[src/rtl/dac_spi_tx_if.sv]
// Bundles the sample input and the serial-DAC side of the output stage.
// The filter side (master) drives the sample strobe and value; the
// output stage (slave) drives the SPI pins and the status flags.
interface dac_spi_tx_if;
  logic        rx;
  logic [24:0] u;
  logic        sclk;
  logic        sync_n;
  logic        sdata;
  logic        busy;
  logic        done;
  logic        ovf;

  modport master (
    output rx,
    output u,
    input  sclk,
    input  sync_n,
    input  sdata,
    input  busy,
    input  done,
    input  ovf
  );

  modport slave (
    input  rx,
    input  u,
    output sclk,
    output sync_n,
    output sdata,
    output busy,
    output done,
    output ovf
  );
endinterface

[src/rtl/dac_spi_tx.sv]
// Output stage of the filter chain: saturates each 25-bit sample to a
// 12-bit offset-binary DAC code, parks it in a one-entry holding register
// and shifts it out MSB-first as a 16-bit SPI frame {CTRL, code}.
module dac_spi_tx #(
  parameter int         DAC_W = 12,
  parameter int         SHIFT = 10,
  parameter int         HALF  = 1,
  parameter logic [3:0] CTRL  = 4'b0011,
  parameter int         GAP   = 2
) (
  input  logic         clk,
  input  logic         rst,
  dac_spi_tx_if.slave  bus
);

  localparam int MSB = SHIFT + DAC_W - 1;
  localparam int HCW = (HALF > 1) ? $clog2(HALF) : 1;
  localparam int GCW = (GAP > 1) ? $clog2(GAP) : 1;
  localparam logic [HCW-1:0] HALF_LAST = HCW'(HALF - 1);
  localparam logic [GCW-1:0] GAP_LAST  = GCW'(GAP - 1);

  typedef enum logic [1:0] {S_IDLE, S_SHIFT, S_GAP} state_t;

  state_t           state;
  logic [DAC_W-1:0] c;
  logic [24-MSB:0]  top;
  logic             in_range;
  logic [DAC_W+3:0] word;
  logic [DAC_W+3:0] hold;
  logic             pend;
  logic             consume;
  logic [DAC_W+2:0] shreg;
  logic [HCW-1:0]   hcnt;
  logic [GCW-1:0]   gcnt;
  logic [3:0]       bit_cnt;
  logic             sclk_q;
  logic             sync_n_q;
  logic             sdata_q;
  logic             busy_q;
  logic             done_q;
  logic             ovf_q;
  logic             unused_low;

  // The discarded LSBs below the code window never influence the frame.
  assign unused_low = ^bus.u[SHIFT-1:0];

  // Saturate the sample into the code window and convert to a frame word.
  always_comb begin
    top      = bus.u[24:MSB];
    in_range = (&top) | ~(|top);
    if (in_range)
      c = bus.u[MSB:SHIFT];
    else if (bus.u[24])
      c = {1'b1, {(DAC_W-1){1'b0}}};
    else
      c = {1'b0, {(DAC_W-1){1'b1}}};
    word = {CTRL, ~c[DAC_W-1], c[DAC_W-2:0]};
  end

  // The FSM takes the pending sample only while idle.
  assign consume = (state == S_IDLE) && pend;

  // Holding register: a new sample always wins; losing an unsent one is flagged.
  always_ff @(posedge clk or posedge rst) begin
    if (rst) begin
      hold  <= '0;
      pend  <= 1'b0;
      ovf_q <= 1'b0;
    end else if (bus.rx) begin
      hold <= word;
      pend <= 1'b1;
      if (pend && !consume)
        ovf_q <= 1'b1;
    end else if (consume) begin
      pend <= 1'b0;
    end
  end

  // Frame sequencer: idle, shift 16 bits on sclk, then hold sync_n high for GAP clocks.
  always_ff @(posedge clk or posedge rst) begin
    if (rst) begin
      state    <= S_IDLE;
      shreg    <= '0;
      hcnt     <= '0;
      gcnt     <= '0;
      bit_cnt  <= '0;
      sclk_q   <= 1'b0;
      sync_n_q <= 1'b1;
      sdata_q  <= 1'b0;
      busy_q   <= 1'b0;
      done_q   <= 1'b0;
    end else begin
      done_q <= 1'b0;
      case (state)
        S_IDLE: begin
          if (pend) begin
            shreg    <= hold[DAC_W+2:0];
            sdata_q  <= hold[DAC_W+3];
            sync_n_q <= 1'b0;
            sclk_q   <= 1'b0;
            busy_q   <= 1'b1;
            hcnt     <= '0;
            bit_cnt  <= '0;
            state    <= S_SHIFT;
          end
        end
        S_SHIFT: begin
          if (hcnt == HALF_LAST) begin
            hcnt <= '0;
            if (!sclk_q) begin
              sclk_q <= 1'b1;
            end else begin
              sclk_q <= 1'b0;
              if (bit_cnt == 4'd15) begin
                sync_n_q <= 1'b1;
                sdata_q  <= 1'b0;
                gcnt     <= '0;
                state    <= S_GAP;
              end else begin
                sdata_q <= shreg[DAC_W+2];
                shreg   <= {shreg[DAC_W+1:0], 1'b0};
                bit_cnt <= bit_cnt + 4'd1;
              end
            end
          end else begin
            hcnt <= hcnt + 1'b1;
          end
        end
        S_GAP: begin
          if (gcnt == GAP_LAST) begin
            busy_q <= 1'b0;
            done_q <= 1'b1;
            state  <= S_IDLE;
          end else begin
            gcnt <= gcnt + 1'b1;
          end
        end
        default: state <= S_IDLE;
      endcase
    end
  end

  assign bus.sclk   = sclk_q;
  assign bus.sync_n = sync_n_q;
  assign bus.sdata  = sdata_q;
  assign bus.busy   = busy_q;
  assign bus.done   = done_q;
  assign bus.ovf    = ovf_q;

endmodule
[src/flat_wrapper.sv]
// flat-port wrapper written by rule: the top's interface ports become plain ports
module dac_spi_tx_flat 
#(
  parameter int         DAC_W = 12,
  parameter int         SHIFT = 10,
  parameter int         HALF  = 1,
  parameter logic [3:0] CTRL  = 4'b0011,
  parameter int         GAP   = 2
)
  (clk, rst, bus_rx, bus_u, bus_sclk, bus_sync_n, bus_sdata, bus_busy, bus_done, bus_ovf);
  dac_spi_tx_if bus_i ();
  input  logic clk;
  input  logic rst;
  input wire logic [$bits(bus_i.rx)-1:0] bus_rx;
  input wire logic [$bits(bus_i.u)-1:0] bus_u;
  output wire logic [$bits(bus_i.sclk)-1:0] bus_sclk;
  output wire logic [$bits(bus_i.sync_n)-1:0] bus_sync_n;
  output wire logic [$bits(bus_i.sdata)-1:0] bus_sdata;
  output wire logic [$bits(bus_i.busy)-1:0] bus_busy;
  output wire logic [$bits(bus_i.done)-1:0] bus_done;
  output wire logic [$bits(bus_i.ovf)-1:0] bus_ovf;
  assign bus_i.rx = bus_rx;
  assign bus_i.u = bus_u;
  assign bus_sclk = bus_i.sclk;
  assign bus_sync_n = bus_i.sync_n;
  assign bus_sdata = bus_i.sdata;
  assign bus_busy = bus_i.busy;
  assign bus_done = bus_i.done;
  assign bus_ovf = bus_i.ovf;
  dac_spi_tx #(.DAC_W(DAC_W), .SHIFT(SHIFT), .HALF(HALF), .CTRL(CTRL), .GAP(GAP)) u_core (.clk(clk), .rst(rst), .bus(bus_i));
endmodule
[config.mk]
export PLATFORM = sky130hd
export DESIGN_NAME = dac_spi_tx_flat
export DESIGN_NICKNAME = d
export VERILOG_FILES = /design/src/rtl/dac_spi_tx_if.sv /design/src/rtl/dac_spi_tx.sv /design/src/flat_wrapper.sv
export SDC_FILE = /design/constraint.sdc
export NUM_CORES = 1
export LEC_CHECK = 0
export BUFFER_PORTS_ARGS = -buffer_cell sky130_fd_sc_hd__buf_2
export CAP_MARGIN = 20
export CORE_ASPECT_RATIO = 1.5
export CORE_MARGIN = 2
export CORE_UTILIZATION = 28
export DETAILED_ROUTE_END_ITERATION = 10
export SETUP_SLACK_MARGIN = 0.1
export SYNTH_ARGS = -nofsm -noshare
export SYNTH_HDL_FRONTEND = slang
export SYNTH_SLANG_ARGS = --single-unit
[constraint.sdc]
create_clock -name clk -period 1.87 [get_ports clk]
set_clock_uncertainty 0.2 [all_clocks]
set_input_delay 0 -clock clk [delete_from_list [all_inputs] [get_ports clk]]
set_output_delay 0 -clock clk [all_outputs]
set_load 0.1 [all_outputs]
==> results of run 1 <==
==> final cells by class <==
class                      count  area, um2
tap                           80        100
inverter                       7       26.3
timing repair buffer          55        445
multi-input combinational    121        897
clock inverter                 2       13.8
clock buffer                   6       72.6
fill                         717       4520
sequential                    42       1060
==> critical path: cells and delay by family, from the launching register on <==
| kind | cells | cell delay, ns |
|---|---|---|
| flip-flops | 1 | 0.39 |
| adder cells (fa/ha/maj) | 1 | 0.20 |
| AND/OR/NAND/NOR | 1 | 0.20 |
| buffers and inverters | 2 | 0.28 |
| AO/OA/AOI/OAI | 2 | 0.35 |
==> repair_timing <==
item / CTS / global route
buffers inserted: 2 / 2
pin swaps: 1 / 1
gates resized for setup: 6 / 3
endpoints found under the setup margin: 7 / 13
gates cloned: 1 / 0
hold buffers: 15 / 0
hold endpoints to repair: 28 / 0
==> where the power goes <==
group          leakage, nW  switching, mW  total (mW)  internal [mW]
registers            0.477         0.0312       0.989          0.958
logic                0.613         0.0886       0.186         0.0977
clock network       0.0452          0.314       0.578          0.264
total                 1.14          0.434        1.75           1.32
==> final timing paths <==
path,endpoint,startpoint,slack [ns],depth (start not counted)
worst max-delay path,u_core.shreg[1]$_DFFE_PP0P_,u_core.bit_cnt[0]$_DFFE_PP0P_,0.16,6
worst min-delay path,u_core.hold[7]$_DFFE_PP0P_,bus_u[21],0.04,5
worst max register to register,u_core.shreg[1]$_DFFE_PP0P_,u_core.bit_cnt[0]$_DFFE_PP0P_,0.16,6
worst min register to register,u_core.state[1]$_DFFE_PP0P_,u_core.gcnt$_DFFE_PP0P_,0.27,1
max in group asynchronous,u_core.shreg[13]$_DFFE_PP0P_,rst,0.72,4
min in group asynchronous,u_core.pend$_DFFE_PP0P_,rst,0.10,3
==> per-layer routing <==
layer | vias up | track usage [%]
met2 | 35 | 21.2
met1 | 782 | 15.2
li1 | 784 | -
met5 | - | 0
met4 | 0 | 4.29
met3 | 4 | 2.89
==> registers in the layout, indices dropped and copies added, names as in the netlist <==
| signal | flops |
|---|---|
| u_core.bus.busy | 1 |
| u_core.bus.sclk | 1 |
| u_core.bus.ovf | 1 |
| u_core.bus.sdata | 1 |
| u_core.bus.done | 1 |
| u_core.hold | 13 |
| u_core.shreg | 15 |
| u_core.pend | 1 |
| u_core.bit_cnt | 4 |
| u_core.state | 2 |
| u_core.gcnt | 1 |
| u_core.bus.sync_n | 1 |
==> per-stage QoR <==
stage,worst slack [ns],hold WS [ns]
final,0.164,0.0417
after global placement,0.0678,-0.0962
after detailed placement,0.0376,-0.0852
after CTS,0.116,0.0368
after floorplan,0.113,-0.111
after global routing,0.118,0.0563
==> kinds of logic after synthesis <==
logic type / count (synthesis) / synth area share [%]
buffers and inverters: 22 / 5.66
AND/OR/NAND/NOR: 44 / 13.0
AO/OA/AOI/OAI: 73 / 27.3
flip-flops: 42 / 51.8
multiplexers: 3 / 1.72
adder cells (fa/ha/maj): 1 / 0.615
==> layout by cell type (no fill, tap or decap), drive strengths merged, types with 2 or more instances in the layout <==
cell type,Yosys,final
a21oi,12,12
a2bb2oi,14,14
a31oi,5,5
a32o,2,2
a41oi,2,2
and3,3,3
buf,10,40
clkbuf,5,6
clkinv,0,2
dfrtp,41,41
dlygate4sd3,0,15
inv,7,7
mux2i,2,2
nand2,2,2
nand2b,2,2
nand3,2,2
nor2,16,16
o21ai,15,15
o21bai,3,3
o22ai,13,13
or3b,13,13
==> results.toml, run 1 <==
[worst_setup_path]
cp.required_ns = 1.90
crit_path_end_kind = "flop"
cp_max_fo = 7
crit_arrival_ns = 1.73
cp_cell_sequence = "ha_2 > and3_4 > a211oi_4 > buf_6 > buf_12 > a2bb2oi_1"
crit_path_top_delay_cell = "dfrtp_1"
path_class = "flop to flop"
cp_slowest_stage_delay_ns = 0.39
critPathLaunchType = "flop"

[detailed_routing]
firstDrtPassIters = 4
wl_met2_um = 2280
top_layer = "met4"
dr_wl_met3_um = 161
wl_um = 4480
avgViaCountPerCell = 5.13
first_iter_violations = 66
m1WireLength_um = 1970
ant_nets = 0
route.vias.total = 1605
drc = 0
wl_per_cell_um = 14.3

[clock_network]
clk_pin_slew_ns = 0.09
cts_inserted_buffers = 5
clock_sinks = 42
clk_latency_ns = 0.30
clockRootBuffer = "clkbuf_8"
tritoncts = "done"
htree_levels = 2
ctsLongestPathBuffers = 2

[place]
portBuffers = 23
post-place-cells = 285
dp_hpwl_um = 2970
placed_area_um2 = 2280
place_congestion = 0.844

[power_and_ir_drop]
powerDensity_nw_per_um2 = 671
p_leak_nw = 1.14
power_mw = 1.75
irDropWorstVdd_uv = 502

[die]
coreArea_um2 = 7130
die_w_um = 73.6
die_area_um2 = 7970
start_util_pct = 28.5
die_h_um = 108
rows = 38
io_pins = 34

[synthesis]
yosysTopAreaCellShare_pct = 50.5
syn_avg_cell_area_um2 = 11.0
yosys-top-cells-count = "dfrtp_1 (41), nor2_1 (15), o21ai_0 (15)"
ys_types = 40
synth_top_area_cell = "dfrtp_1"
synth_nets = 214
synth_area_um2 = 2030
synth_most_common_cell = "dfrtp_1"
ys_warn_count = 0
synth_seq_area_share_pct = 51.8
yosys-top-cells-area = "dfrtp_1 (50%), a2bb2oi_2 (6.6%), or3b_2 (5.6%), o22ai_1 (4.0%), o21ai_0 (3.7%)"
synthCells = 185
ys_ff_latch = 42
synth-main-ff-cell = "dfrtp_1"
async_flop_share_pct = 100
synth_edf_count = 0

[layout]
finalInstanceArea_um2 = 2610
syn_to_final_growth_pct = 28.4
post-route-util_pct = 36.6
layout.cells.non_filler = 313
antennaDiodeCount = 0
drive_above_1_share_pct = 35.2
nNetsFinal = 261

[timing]
fmax_mhz = 586
period_share_pct = 91.2
worst_pin_slew_ns = 0.599
finalSetupTns_ns = 0
fin_crit_ns = 1.71
finalMaxSlewViolations = 0
setup_viol = 0
grt_setup_unrepaired = "no"
hold_viol = 0
slew_headroom_pct = 60.0

[global_routing]
antenna_found_initial = 0
grt_usage_pct = 12.5
grt.overflow.total = 0
grt_max_degree = 28
grt_pass1_wl_um = 7820
grt_pass1_vias = 1609

[status]
status = "finished clean"

[worst_hold_path]
min_path_type = "input port to flop"

[job]
cap_viol_max_count = 0
No activity file was read; power rests on OpenSTA's default activity.
==> run 2, diff against run 1 <==
--- a/config.mk
+++ b/config.mk
@@ -10,5 +10,6 @@
 export CORE_ASPECT_RATIO = 1.5
 export CORE_MARGIN = 2
-export CORE_UTILIZATION = 28
+export CORE_UTILIZATION = 30
+export CTS_CLUSTER_DIAMETER = 100
 export DETAILED_ROUTE_END_ITERATION = 10
 export SETUP_SLACK_MARGIN = 0.1
==> constraint.sdc (replaced) <==
create_clock -name clk -period 1.87 [get_ports clk]
set_clock_uncertainty 0.2 [all_clocks]
set_input_delay 0.187 -clock clk [delete_from_list [all_inputs] [get_ports clk]]
set_output_delay 0.187 -clock clk [all_outputs]
set_load 0.1 [all_outputs]
==> run 2 against run 1 <==
Clock power up 6.1%. Combinational power down 3%. First-iteration DRC count down 45%. Sequential cell count unchanged. Via count up 1.0%. Fmax down 6.5%. Hold slack better by 0.044 ns. Non-clock buffer count down 2. Worst setup slack worse by 0.12 ns. Register-to-register slack worse by 0.12 ns.
==> results.toml, run 2 (synthesized netlist as in run 1, its figures left out) <==
[worst_setup_path]
path_class = "flop to flop"
cp.required_ns = 1.89
critPathLaunchType = "flop"
crit_arrival_ns = 1.85
startpoint = "u_core.bit_cnt[1]$_DFFE_PP0P_"
cp_max_fo = 7
rr_startpoint = "u_core.bit_cnt[1]$_DFFE_PP0P_"
crit_path_end_kind = "flop"
ff2ff_setup_slack_ns = 0.04

[global_routing]
grt_pass1_vias = 1646
grt_pass1_wl_um = 7850
antenna_found_initial = 0
grt.overflow.total = 0
grt_max_degree = 43
grt_usage_pct = 13.0

[layout]
reg_top3 = "u_core.shreg x15, u_core.hold x13, u_core.bit_cnt x4"
drive_above_1_share_pct = 35.9
mostFrequentLayoutCell = "dfrtp_1"
largest_reg_flops = 15
syn_to_final_growth_pct = 27.0
post-route-util_pct = 39.5
final_cell_mix = "dfrtp_1 (40), buf_2 (23), o21ai_0 (15), nor2_1 (15), buf_4 (14)"
regMostFlops = "u_core.shreg"
layout.cells.non_filler = 307
fillers = 647
antennaDiodeCount = 0
nNetsFinal = 259

[place]
portBuffers = 23
place_congestion = 0.767
dp_hpwl_um = 2900
post-place-cells = 282

[timing]
grt_setup_unrepaired = "yes"
hold_ws_ns = 0.0858
finalMaxSlewViolations = 0
fmax_mhz = 548
worst_pin_slew_ns = 0.527
hold_viol = 0
period_share_pct = 97.6
setup_viol = 0
fin_crit_ns = 1.83
slew_headroom_pct = 64.8
finalSetupTns_ns = 0

[die]
die_h_um = 105
die_area_um2 = 7470
rows = 36
die_w_um = 71.2
start_util_pct = 31.1
coreArea_um2 = 6530
io_pins = 34

[clock_network]
htree_levels = 2
clk_latency_ns = 0.29
clockRootBuffer = "clkbuf_8"
clock_sinks = 42
tritoncts = "done"
cts_inserted_buffers = 5
clk_pin_slew_ns = 0.08
ctsLongestPathBuffers = 2

[power_and_ir_drop]
powerDensity_nw_per_um2 = 690
irDropWorstVdd_uv = 438
p_leak_nw = 1.13

[worst_hold_path]
min_from = "bus_rx"
min_path_type = "input port to flop"

[job]
cap_viol_max_count = 0

[detailed_routing]
wl_per_cell_um = 14.9
avgViaCountPerCell = 5.28
wl_um = 4570
firstDrtPassIters = 4
ant_nets = 0
route.vias.total = 1621
drc = 0
first_iter_violations = 36

[status]
status = "finished clean"
==> run 2: layout make-up <==
cell class	instances	area, um2	share of cell area (%)
inverters	7	26.3	1.02
multi-input cells	121	903	35.0
clock buffers	7	86.3	3.34
repair buffers	53	410	15.9
clock inverters	1	5.00	0.194
well taps	76	95.1	3.68
flip-flops and latches	42	1060	40.9
==> run 2: layer usage <==
layer | GRT usage, % | wire length (um) | vias up
li1 | - | - | 778
met2 | 22.1 | 2390 | 32
met3 | 2.60 | 143 | 6
met1 | 15.8 | 1960 | 805
met4 | 5.26 | 74 | 0
met5 | 0 | 0 | -
==> run 2: path summary, 6_finish.rpt <==
kind,to,depth (start not counted)
setup / recovery,u_core.shreg[7]$_DFFE_PP0P_,5
hold / removal,u_core.hold[11]$_DFFE_PP0P_,2
setup reg to reg,u_core.shreg[7]$_DFFE_PP0P_,5
hold reg to reg,u_core.state[1]$_DFFE_PP0P_,1
max in group asynchronous,u_core.bus.sclk$_DFFE_PP0P_,4
min in group asynchronous,u_core.shreg[2]$_DFFE_PP0P_,4
==> run 2: critical path, stage by stage (launching register included) <==
cell and delay, ns:
dfrtp_1 0.41, ha_2 0.20, and3_4 0.20, a211oi_4 0.38, clkbuf_16 0.23, a2bb2oi_2 0.13
==> run 2: repair_timing <==
item | in CTS | in global routing
endpoints found under the hold margin | 53 | 0
setup buffers | 0 | 3
setup endpoints to repair | 6 | 18
gates cloned | 0 | 1
resized for setup | 1 | 8
hold buffers | 13 | 0
pin swaps | 0 | 1
==> run 2: stage by stage <==
step	setup slack (ns)	cell area [um2]	power, mW
final	0.0446	2580	1.78
after global routing	0.0188	2580	1.86
after CTS	0.120	2500	1.80
after detailed placement	0.0117	2270	1.17
after global placement	0.0523	2270	1.16
after floorplan	0.113	2050	1.12
==> run 2: report_power, final <==
part / switching (mW) / leakage (nW) / internal, mW
Sequential: 0.0315 / 0.477 / 0.957
Clock: 0.314 / 0.0482 / 0.298
Combinational: 0.0870 / 0.603 / 0.0927
==> run 3, diff against run 2 <==
Settings changed: CORE_MARGIN 2 to default, GPL_ROUTABILITY_DRIVEN from default to 0.
==> run 3 against run 2 <==
Final area is 0.34% higher. Critical path type unchanged. Final cell count rose by 0.33%. Sequential cell count unchanged. Sequential power barely moved. Largest cell class unchanged.
==> results.toml, run 3 (synthesized netlist as in run 1, its figures left out) <==
[status]
status = "finished clean"

[worst_hold_path]
min_from = "bus_rx"
min_path_type = "input port to flop"

[power_and_ir_drop]
switching_power_mw = 0.428
powerDensity_nw_per_um2 = 686
seqPwrFrac_pct = 55.6
switching_share_pct = 24.1
p_int_mw = 1.35
irDropWorstVdd_uv = 411
pwr-share-comb_pct = 10.1
p_leak_nw = 1.13
clockPowerShare_pct = 34.2

[global_routing]
grt_pass1_vias = 1696
antenna_found_initial = 0
grt_pass1_wl_um = 7790
grt_max_degree = 28
grt_usage_pct = 13.8
grt.overflow.total = 0

[timing]
finalMaxSlewViolations = 0
fmax_mhz = 561
worst_pin_slew_ns = 0.489
slew_headroom_pct = 67.7
grt_setup_unrepaired = "yes"
setup_viol = 0
period_share_pct = 95.4
fin_crit_ns = 1.78
hold_viol = 0
finalSetupTns_ns = 0

[clock_network]
clock_sinks = 42
clockRootBuffer = "clkbuf_8"
tritoncts = "done"
clk_latency_ns = 0.30
ctsLongestPathBuffers = 2
clk_pin_slew_ns = 0.08
htree_levels = 2
cts_inserted_buffers = 5

[detailed_routing]
ant_nets = 0
route.vias.total = 1576
firstDrtPassIters = 4
wl_per_cell_um = 14.6
first_iter_violations = 62
drc = 0
wl_um = 4490
avgViaCountPerCell = 5.12

[place]
dp_hpwl_um = 2940
placed_area_um2 = 2280
portBuffers = 23

[worst_setup_path]
rr_startpoint = "u_core.bit_cnt[1]$_DFFE_PP0P_"
cp.required_ns = 1.90
critPathLaunchType = "flop"
crit_path_end_kind = "flop"
startpoint = "u_core.bit_cnt[1]$_DFFE_PP0P_"
crit_arrival_ns = 1.81
path_class = "flop to flop"
cp_max_fo = 7

[die]
rows = 36
die_h_um = 103
start_util_pct = 31.1
coreArea_um2 = 6530
die_w_um = 69.2
io_pins = 34
die_area_um2 = 7120

[layout]
finalInstanceArea_um2 = 2590
final_cell_mix = "dfrtp_1 (39), buf_2 (23), o21ai_0 (15), nor2_1 (15), buf_4 (15)"
nNetsFinal = 260
syn_to_final_growth_pct = 27.4
drive_above_1_share_pct = 36.6
mostFrequentLayoutCell = "dfrtp_1"
regMostFlops = "u_core.shreg"
reg_top3 = "u_core.shreg x15, u_core.hold x13, u_core.bit_cnt x4"
antennaDiodeCount = 0
largest_reg_flops = 15

[job]
cap_viol_max_count = 0
==> run 3: final cells by class <==
| cell class | instances | area (um2) |
|---|---|---|
| Clock buffer | 7 | 86.3 |
| Inverter | 7 | 26.3 |
| Clock inverter | 1 | 5.00 |
| Multi-Input combinational cell | 121 | 903 |
| Timing Repair Buffer | 54 | 418 |
| Sequential cell | 42 | 1060 |
| Fill cell | 620 | 3940 |
| Tap cell | 76 | 95.1 |
==> run 3: layer usage <==
layer	wire [um]	GRT usage [%]
met5	0	0
met4	143	9.73
met3	147	2.35
met2	2200	24.6
met1	2000	14.9
==> run 3: timing repair <==
action / 4_1_cts / 5_1_grt
endpoints found under the hold margin: 20 / 0
pin swaps: 0 / 2
gates resized for setup: 1 / 9
hold buffers: 13 / 0
endpoints found under the setup margin: 6 / 17
gates cloned: 0 / 1
setup buffers: 0 / 3
==> run 3: path summary, 6_finish.rpt <==
kind                                          endpoint  slack [ns]  cells past startpoint
max                        u_core.shreg[8]$_DFFE_PP0P_        0.09                      5
min                            u_core.pend$_DFFE_PP0P_        0.08                      3
max in group asynchronous  u_core.shreg[7]$_DFFE_PP0P_        0.65                      4
min in group asynchronous   u_core.bus.ovf$_DFFE_PP0P_        0.21                      3
min reg2reg                u_core.state[1]$_DFFE_PP0P_        0.26                      1
max reg2reg                u_core.shreg[8]$_DFFE_PP0P_        0.09                      5
==> run 3: power by group through the flow <==
stage / registers (mW) / clock network (mW) / logic, mW
floorplan: 1.01 / 0 / 0.102
global placement: 1.00 / 0 / 0.158
detailed placement: 1.01 / 0 / 0.161
CTS: 0.988 / 0.625 / 0.182
global route: 0.995 / 0.667 / 0.202
finish: 0.989 / 0.609 / 0.180
==> run 3: critical path: stages, from the launching register on <==
cell,delay [ns]
dfrtp_1,0.38
ha_2,0.20
and3_4,0.21
a211oi_4,0.37
clkbuf_16,0.23
a2bb2oi_2,0.12
==> run 3: stage by stage <==
step | utilization [%] | instances | setup WS, ns | power (mW) | hold slack [ns]
after detailed placement | 34.9 | 283 | 0.0420 | 1.17 | -0.00738
after global placement | 34.9 | 283 | 0.0604 | 1.16 | -0.0218
after global routing | 39.7 | 308 | 0.0372 | 1.86 | 0.0895
final | 39.7 | 308 | 0.0867 | 1.78 | 0.0774
after CTS | 38.4 | 304 | 0.0943 | 1.79 | 0.0788
after floorplan | - | 185 | 0.113 | 1.12 | 0.0758
